--- config.mk ---
export PLATFORM = sky130hd
export DESIGN_NAME = bcd_to_binary_seq
export DESIGN_NICKNAME = d
export VERILOG_FILES = /design/src/rtl/digital_timer_pkg.sv /design/src/rtl/bcd_digit_adjust.sv /design/src/rtl/bcd_to_binary_seq.sv
export SDC_FILE = /design/constraint.sdc
export NUM_CORES = 1
export LEC_CHECK = 0
export ABC_AREA = 0
export CAP_MARGIN = 30
export CELL_PAD_IN_SITES_DETAIL_PLACEMENT = 1
export CELL_PAD_IN_SITES_GLOBAL_PLACEMENT = 2
export CORE_ASPECT_RATIO = 1.4
export CORE_MARGIN = 5
export CORE_UTILIZATION = 29
export DETAILED_ROUTE_END_ITERATION = 12
export GPL_TIMING_DRIVEN = 0
export PLACE_DENSITY = 0.79
export RECOVER_POWER = 50
export SYNTH_ARGS = -nofsm -noshare
export SYNTH_HDL_FRONTEND = slang
export SYNTH_SLANG_ARGS = --single-unit
--- constraint.sdc ---
create_clock -name clk_50MHz -period 1.5 [get_ports clk_50MHz]
set_clock_uncertainty 0.2 [all_clocks]
set_input_delay 0.3 -clock clk_50MHz [delete_from_list [all_inputs] [get_ports clk_50MHz]]
set_output_delay 0.3 -clock clk_50MHz [all_outputs]
set_load 0.01 [all_outputs]
--- src/rtl/digital_timer_pkg.sv ---
// ============================================================================
// Module  : digital_timer_pkg
// Purpose : Shared constants and FSM state type for the timer's BCD datapath.
// Revision: 1.0  initial release
// ============================================================================
`default_nettype none

package digital_timer_pkg;

  localparam int          BCD_DIGIT_W   = 4;
  localparam logic [3:0]  DABBLE_THRESH = 4'd8;
  localparam logic [3:0]  DABBLE_ADJ    = 4'd3;

  typedef enum logic [1:0] {
    IDLE  = 2'd0,
    SHIFT = 2'd1,
    DONE  = 2'd2
  } state_t;

endpackage

`default_nettype wire

--- src/rtl/bcd_digit_adjust.sv ---
// ============================================================================
// Module  : bcd_digit_adjust
// Purpose : Reverse double-dabble correction for one BCD digit (>=8 -> -3).
// Revision: 1.0  initial release
// ============================================================================
`default_nettype none

module bcd_digit_adjust
  import digital_timer_pkg::*;
(
  input  logic [BCD_DIGIT_W-1:0] digit_in,
  output logic [BCD_DIGIT_W-1:0] digit_out
);

  assign digit_out = (digit_in >= DABBLE_THRESH) ? (digit_in - DABBLE_ADJ) : digit_in;

endmodule

`default_nettype wire

--- src/rtl/bcd_to_binary_seq.sv ---
// ============================================================================
// Module  : bcd_to_binary_seq
// Purpose : Sequential BCD-to-binary converter, one shift per clock, with a
//           start/busy/done handshake. Optional macro BCD_CHECK_EN rejects
//           operands holding a digit above 9 and flags them on err.
// Revision: 1.0  initial release
// ============================================================================
`default_nettype none

module bcd_to_binary_seq
  import digital_timer_pkg::*;
#(
  parameter int DIGITS = 2,
  parameter int BIN_W  = 7
) (
  input  logic                           clk_50MHz,
  input  logic                           reset,
  input  logic                           start,
  input  logic [BCD_DIGIT_W*DIGITS-1:0]  bcd_in,
  output logic                           busy,
  output logic                           done,
  output logic [BIN_W-1:0]               bin_out,
  output logic                           err
);

  localparam int BCD_W = BCD_DIGIT_W * DIGITS;
  localparam int R_W   = BCD_W + BIN_W;
  localparam int CNT_W = $clog2(BIN_W + 1);
  localparam logic [CNT_W-1:0] C_LAST = CNT_W'(BIN_W - 1);

  state_t           r_state;
  state_t           w_next;
  logic [R_W-1:0]   r_shreg;
  logic [R_W-1:0]   w_shifted;
  logic [R_W-1:0]   w_corrected;
  logic [CNT_W-1:0] r_cnt;
  logic [BIN_W-1:0] r_bin;
  logic             r_done;
  logic             r_err;
  logic             w_accept;
  logic             w_last;
  logic             w_invalid;

  // Binary bits leave the BCD field through the low end; only BCD digits get corrected.
  assign w_shifted = r_shreg >> 1;
  assign w_corrected[BIN_W-1:0] = w_shifted[BIN_W-1:0];

  generate
    for (genvar i = 0; i < DIGITS; i++) begin : g_adj
      bcd_digit_adjust u_adj (
        .digit_in  (w_shifted  [BIN_W + BCD_DIGIT_W*i +: BCD_DIGIT_W]),
        .digit_out (w_corrected[BIN_W + BCD_DIGIT_W*i +: BCD_DIGIT_W])
      );
    end
  endgenerate

`ifdef BCD_CHECK_EN
  logic [DIGITS-1:0] w_digit_bad;
  generate
    for (genvar i = 0; i < DIGITS; i++) begin : g_check
      assign w_digit_bad[i] = (bcd_in[BCD_DIGIT_W*i +: BCD_DIGIT_W] > 4'd9);
    end
  endgenerate
  assign w_invalid = |w_digit_bad;
`else
  assign w_invalid = 1'b0;
`endif

  assign w_accept = (r_state == IDLE) && start;
  assign w_last   = (r_state == SHIFT) && (r_cnt == C_LAST);

  always_comb begin
    w_next = r_state;
    unique case (r_state)
      IDLE:    if (start) w_next = w_invalid ? DONE : SHIFT;
      SHIFT:   if (r_cnt == C_LAST) w_next = DONE;
      DONE:    w_next = IDLE;
      default: w_next = IDLE;
    endcase
  end

  always_ff @(posedge clk_50MHz) begin
    if (reset) r_state <= IDLE;
    else       r_state <= w_next;
  end

  always_ff @(posedge clk_50MHz) begin
    if (reset) begin
      r_shreg <= '0;
      r_cnt   <= '0;
      r_bin   <= '0;
      r_done  <= 1'b0;
      r_err   <= 1'b0;
    end else begin
      r_done <= 1'b0;
      if (w_accept) begin
        r_shreg <= {bcd_in, {BIN_W{1'b0}}};
        r_cnt   <= '0;
        if (w_invalid) begin
          r_bin  <= '0;
          r_err  <= 1'b1;
          r_done <= 1'b1;
        end
      end else if (r_state == SHIFT) begin
        r_shreg <= w_corrected;
        r_cnt   <= r_cnt + CNT_W'(1);
        if (w_last) begin
          r_bin  <= w_corrected[BIN_W-1:0];
          r_err  <= 1'b0;
          r_done <= 1'b1;
        end
      end
    end
  end

  assign busy    = (r_state != IDLE);
  assign done    = r_done;
  assign bin_out = r_bin;
  assign err     = r_err;

endmodule

`default_nettype wire
==> metrics.txt, run 1 <==
critical-path maximum fanout 10; pre-CTS WS -399.8 ps; flops & latches, synth 27; post-synthesis sequential area ratio 48.00%; worst vdd rail ir drop 0.4256 mV; mux cell area share after synthesis 0%; register-to-register path setup slack between 80 and 90 ps; CTS Buf Count 3; Synth Area in Simple Gates between 20% and 30%; ANT cells 0; Worst Path Arrival 1420 ps; Clock transition at path regs 100 ps; CTS H-tree depth 1; Leakage around 0.59 nW; Horiz. Die Dim between 60 and 70 um; yosys warns 0; via count a little under 1000; CTS Sinks 27; fmax ~0.70 GHz; Netlist cell types 28; FP Rows 26; hold endpoint bin_out[3]; commonest non-fill, non-tap cell in the layout nand2_1; CP Launch Type flip-flop; cells on worst reg2reg path 5; reg-to-reg critical path startpoint r_state[1]; Hold Crit Class input pin to flip-flop; crit share post-route 94.66%; Layout Nets between 150 and 200; post-route minimum period 1420 ps; Die Area approximately 5200 um^2; syn avg cell area 8.220 um^2; Ports 21; post-synthesis compound-gate area fraction approximately 16%; CP Capture Type flip-flop; r2r endpoint r_shreg[8]; main area contributors after synthesis dfxtp_1, nand2_1, a21oi_1; Synth top area share slightly below 50%; drt initial violations 21; Hold Path Stages 2; clk_lat worst skew between 200 and 300 ps; fin worst setup slack 80.09 ps; PortBufs 18; Req. time, crit path 1500 ps; GRT Resource Usage Total roughly 11%; starting density of the core 30.36%; Setup-failing EPs final 0; detailed placer's ending HPWL about 2000 um; initial antenna violation count 0; fin util about two fifths; vias in the first global route ~1100; CTS tree yes; Post-Syn Nets roughly 150; share of layout cells above drive strength 1 approximately 17%; final WL 2813 um; drt wl/cell 13.72 um; pwr/cell area 932.5 nW/um^2; Post-Synth XOR/XNOR Area under 10%; CP Class flip-flop to flip-flop; first-pass GRT wire length approximately 4800 um; hold_sp reset; cell taking the most area after synthesis dfxtp_1; die height 83.73 um; via-per-instance ratio a little under 5; synth-to-layout area growth 31.67%; maxcap violations 0; Routability Congestion around 0.76; outcome completed; post-synthesis adder-cell area fraction 4.444%; global route overflow 0; Remaining DRCs 0; Final Max Slew Viols 0; clk root buf clkbuf_8; pin count of the biggest net entering global routing 16; commonest cells after routing, fill and taps aside nand2_1, dfxtp_1, a21oi_1; largest family of logic cells by synthesized area simple AND/OR/NAND/NOR gates; DRT antenna net count 0; Post-Syn Area 1126 um^2; endpoints failing hold 0; clk buf depth 2; core area ~3700 um^2; post-synthesis cell count 137; DR pass1 iterations 4
==> where the power goes <==
group,internal [mW],switching (mW)
Clock,0.186,0.237
Sequential,0.739,0.0246
Combinational,0.0961,0.0991
Total,1.02,0.361
==> state kept, by name (all words and copies together) (netlist names) <==
| register | flops |
|---|---|
| done | 1 |
| r_cnt | 3 |
| r_shreg | 14 |
| r_state | 2 |
| bin_out | 7 |
==> how the worst max path moves through the flow <==
stage	endpoint	slack, ps	cells after the start	startpoint
after floorplan	r_shreg[8]	160	6	r_shreg[8]
after global placement	r_shreg[7]	-380	6	start
after detailed placement	r_shreg[7]	-400	6	start
after CTS	busy	-80	3	r_state[0]
after global routing	r_shreg[8]	-20	5	r_state[1]
final	r_shreg[8]	80	5	r_state[1]
==> metrics by stage <==
step | instances | hold WS (ps) | setup TNS, ps | area, um^2 | power [mW]
2_1_floorplan | 137 | 232.1 | 0 | 1126 | 0.8838
3_3_place_gp | 197 | 246.7 | -4936 | 1359 | 0.9408
3_5_place_dp | 197 | 251.4 | -5922 | 1359 | 0.9498
4_1_cts | 204 | 255.3 | -78.47 | 1434 | 1.376
5_1_grt | 205 | 277.2 | -29.68 | 1483 | 1.449
6_report | 205 | 242.7 | 0 | 1483 | 1.383
==> layer usage <==
| layer | track usage (%) | share of wire (%) | vias up |
|---|---|---|---|
| met5 | 0 | 0 | - |
| met1 | 11.55 | 41 | 477 |
| met2 | 21.04 | 55 | 12 |
| met3 | 3.100 | 3.4 | 2 |
| li1 | - | - | 498 |
| met4 | 2.896 | 0.75 | 0 |
==> Yosys cell counts <==
cell type	number
nor2b_1	1
ha_1	4
nand2b_1	2
buf_4	3
dfxtp_1	27
inv_1	4
nand3_1	3
buf_1	1
a21oi_1	22
a31oi_1	1
xor2_1	2
nor3b_1	1
nor2_2	1
conb_1	1
a22oi_1	4
nand3_2	1
buf_6	1
clkbuf_1	1
buf_2	2
a2bb2oi_1	1
xnor2_1	2
and3b_1	1
a211oi_2	1
nor2_1	9
o21ai_0	2
or2_0	1
a21o_1	1
nand2_1	37
==> layout make-up <==
class                           count  area (um^2)
Clock buffer                        3        41.29
Clock inverter                      1        5.005
Fill cell                         475         2226
Inverter                            4        15.01
Sequential cell                    27        550.5
Tap cell                           42        52.55
Multi-Input combinational cell     98        566.8
Buffer                              8        57.56
Timing Repair Buffer               22        193.9
==> repair_timing <==
item	in CTS	in global routing
setup endpoints to repair	22	10
gates cloned	0	0
pin swaps	1	3
gates resized for setup	17	16
buffers inserted	3	1
hold buffers	0	0
==> critical path: stages, from the launching register on <==
cell and delay, ps:
dfxtp_2 370, nand2b_1 210, buf_4 200, a21oi_1 150
o21ai_1 80, a21oi_1 140
==> logic make-up (layout without fill, tap and decap cells) <==
group | count (synthesis) | count (layout)
simple gates | 57 | 57
other cells | 1 | 1
compound gates | 32 | 32
buf+inv | 12 | 38
flops | 27 | 27
fa+ha+maj | 4 | 4
xor+xnor | 4 | 4
No activity file was read; power rests on OpenSTA's default activity.
==> run 2: changes to the inputs <==
SKIP_CTS_REPAIR_TIMING = 1   (was unset)
==> run 2 against run 1 <==
  * First-iteration DRC count increased by 71%
  * Count of clock-buffer cells in the layout unchanged
  * Via count down 0.91%
  * Critical endpoint is now busy
==> metrics.txt, run 2 (synthesis gave the netlist of run 1 again) <==
outcome completed; clk_lat worst skew 270 ps (about the same); Tightest Pin Transition just over 500 ps; clk root buf clkbuf_8; Top reg by flops r_shreg; GRT Resource Usage Total 10.80% (-0.25 points); crit path buf inv count 2 (+1); Horiz. Die Dim 62.67 um (unchanged); Remaining DRCs 0 (unchanged); Final Max Slew Viols 0 (unchanged); Largest stage delay, worst path 380 ps (about the same); global route overflow 0 (unchanged); Die Area 5247 um^2 (unchanged); Fin Hold WS 242.9 ps (+0.1620 ps); first-pass GRT wire length 4698 um (-2.3%); clk buf depth 2 (unchanged); synth-to-layout area growth 35.11%; commonest cells after routing, fill and taps aside nand2_1, dfxtp_1, a21oi_1; register area 550.5 um^2 (unchanged); share of layout cells above drive strength 1 15.43% (-1.1 points); worst vdd rail ir drop 0.4264 mV (+0.19%); reg-to-reg critical path startpoint r_state[0]; maxcap violations 0 (unchanged); CP Class flip-flop to output port; # placed instances 197 (unchanged); launch point of the critical path r_state[0]; drt wl/cell 14.04 um (+2.3%); Setup-failing EPs final 0 (unchanged); CP Launch Type flip-flop; DRT antenna net count 0 (unchanged); post-route insts no fill 204 (-0.49%); Largest register FFs 14 (unchanged); Hold Crit Class input pin to flip-flop; CTS Buf Count 3 (unchanged); fill cell count 464 (-2.3%); slew margin rel. about two thirds; DR pass1 iterations 4 (unchanged); critical-path maximum fanout 6 (-4); design area 1521 um^2 (+2.6%); final WL 2864 um (+1.8%); initial antenna violation count 0 (unchanged); ANT cells 0 (unchanged); r2r endpoint r_shreg[12]; cells on worst reg2reg path 4 (-1); critical path depth 3 (-2); die height 83.73 um (unchanged); CP Cell Sequence nor2_2, inv_1, dlymetal6s2s_1; Req. time, crit path 1000 ps (-500 ps); slowest CP cell dfxtp_4; CTS H-tree depth 1 (unchanged); vias in the first global route 1052 (-3.0%); Ports 21 (unchanged); Routability Congestion 0.7646 (unchanged); endpoints failing hold 0 (unchanged); pwr/cell area 913.4 nW/um^2 (-2.0%); FP Rows 26 (unchanged); register-to-register path setup slack 90 ps (about the same); Clock transition at path regs 100 ps (about the same); via count 980 (-0.91%); detailed placer's ending HPWL 2045 um (unchanged); Leakage 0.7114 nW (+21%); Worst Path Arrival 990 ps (-430 ps); CTS tree yes; pin count of the biggest net entering global routing 16 (unchanged); PortBufs 18 (unchanged); crit share post-route 99.55% (+4.9 points); drt initial violations 36 (+71%); CTS Sinks 27 (unchanged); Layout Nets 178 (-0.56%); CP Capture Type output port; RSZ-0062 raised after global routing true; fmax 0.6697 GHz (-4.9%); core area 3709 um^2 (unchanged); family with the most delay on the worst path flip-flops; commonest non-fill, non-tap cell in the layout nand2_1; placed inst area 1359 um^2 (unchanged); area of the multi-input gates 568.0 um^2 (+0.22%); post-route minimum period 1493 ps (+73.35 ps); starting density of the core 30.36% (unchanged); crit path capture busy; via-per-instance ratio 4.804 (-0.42%)
==> run 2: layer usage <==
metal  up-vias  share of wire, %  global-route usage (%)
li1        495                 -                       -
met4         0              0.73                   2.896
met1       469                42                   11.63
met2        14                54                   20.09
met3         2               3.2                   3.100
met5         -                 0                       0
==> run 2: area by class of cell <==
cell class / count / share of cell area [%]
Buffer: 8 / 4.276
Inverter: 4 / 0.9868
Timing Repair Buffer: 21 / 14.72
Multi-Input combinational cell: 98 / 37.34
Clock inverter: 1 / 0.3289
Sequential cell: 27 / 36.18
Clock buffer: 3 / 2.714
Tap cell: 42 / 3.454
==> run 2: worst reg2reg max path: stages, from the launching register on <==
cell	delay (ps)
dfxtp_4	380
nor3b_4	250
clkbuf_1	240
a22oi_1	130
a21oi_1	130
==> run 2: power breakdown <==
part	internal (mW)	leakage, nW	switching [mW]
logic	0.0978	0.464	0.102
clock network	0.186	0.0255	0.240
registers	0.739	0.221	0.0245
==> run 2: worst min-delay path by stage <==
stage,startpoint,to,slack [ps],depth (start not counted)
2_1_floorplan,r_shreg[1],bin_out[0],230,2
3_3_place_gp,r_shreg[13],r_shreg[13],250,2
3_5_place_dp,bin_out[2],bin_out[2],250,2
4_1_cts,reset,bin_out[3],260,2
5_1_grt,reset,bin_out[3],270,2
6_report,reset,bin_out[3],240,2
==> run 2: through the flow <==
stage | utilization, % | TNS [ps] | power [mW] | setup slack (ps)
6_report | 41.03 | 0 | 1.390 | 6.743
4_1_cts | 37.89 | -2503 | 1.364 | -352.6
5_1_grt | 41.03 | -53.45 | 1.461 | -36.57
2_1_floorplan | - | 0 | 0.8838 | 158.5
3_3_place_gp | 36.64 | -4936 | 0.9408 | -378.5
3_5_place_dp | 36.64 | -5922 | 0.9498 | -399.8
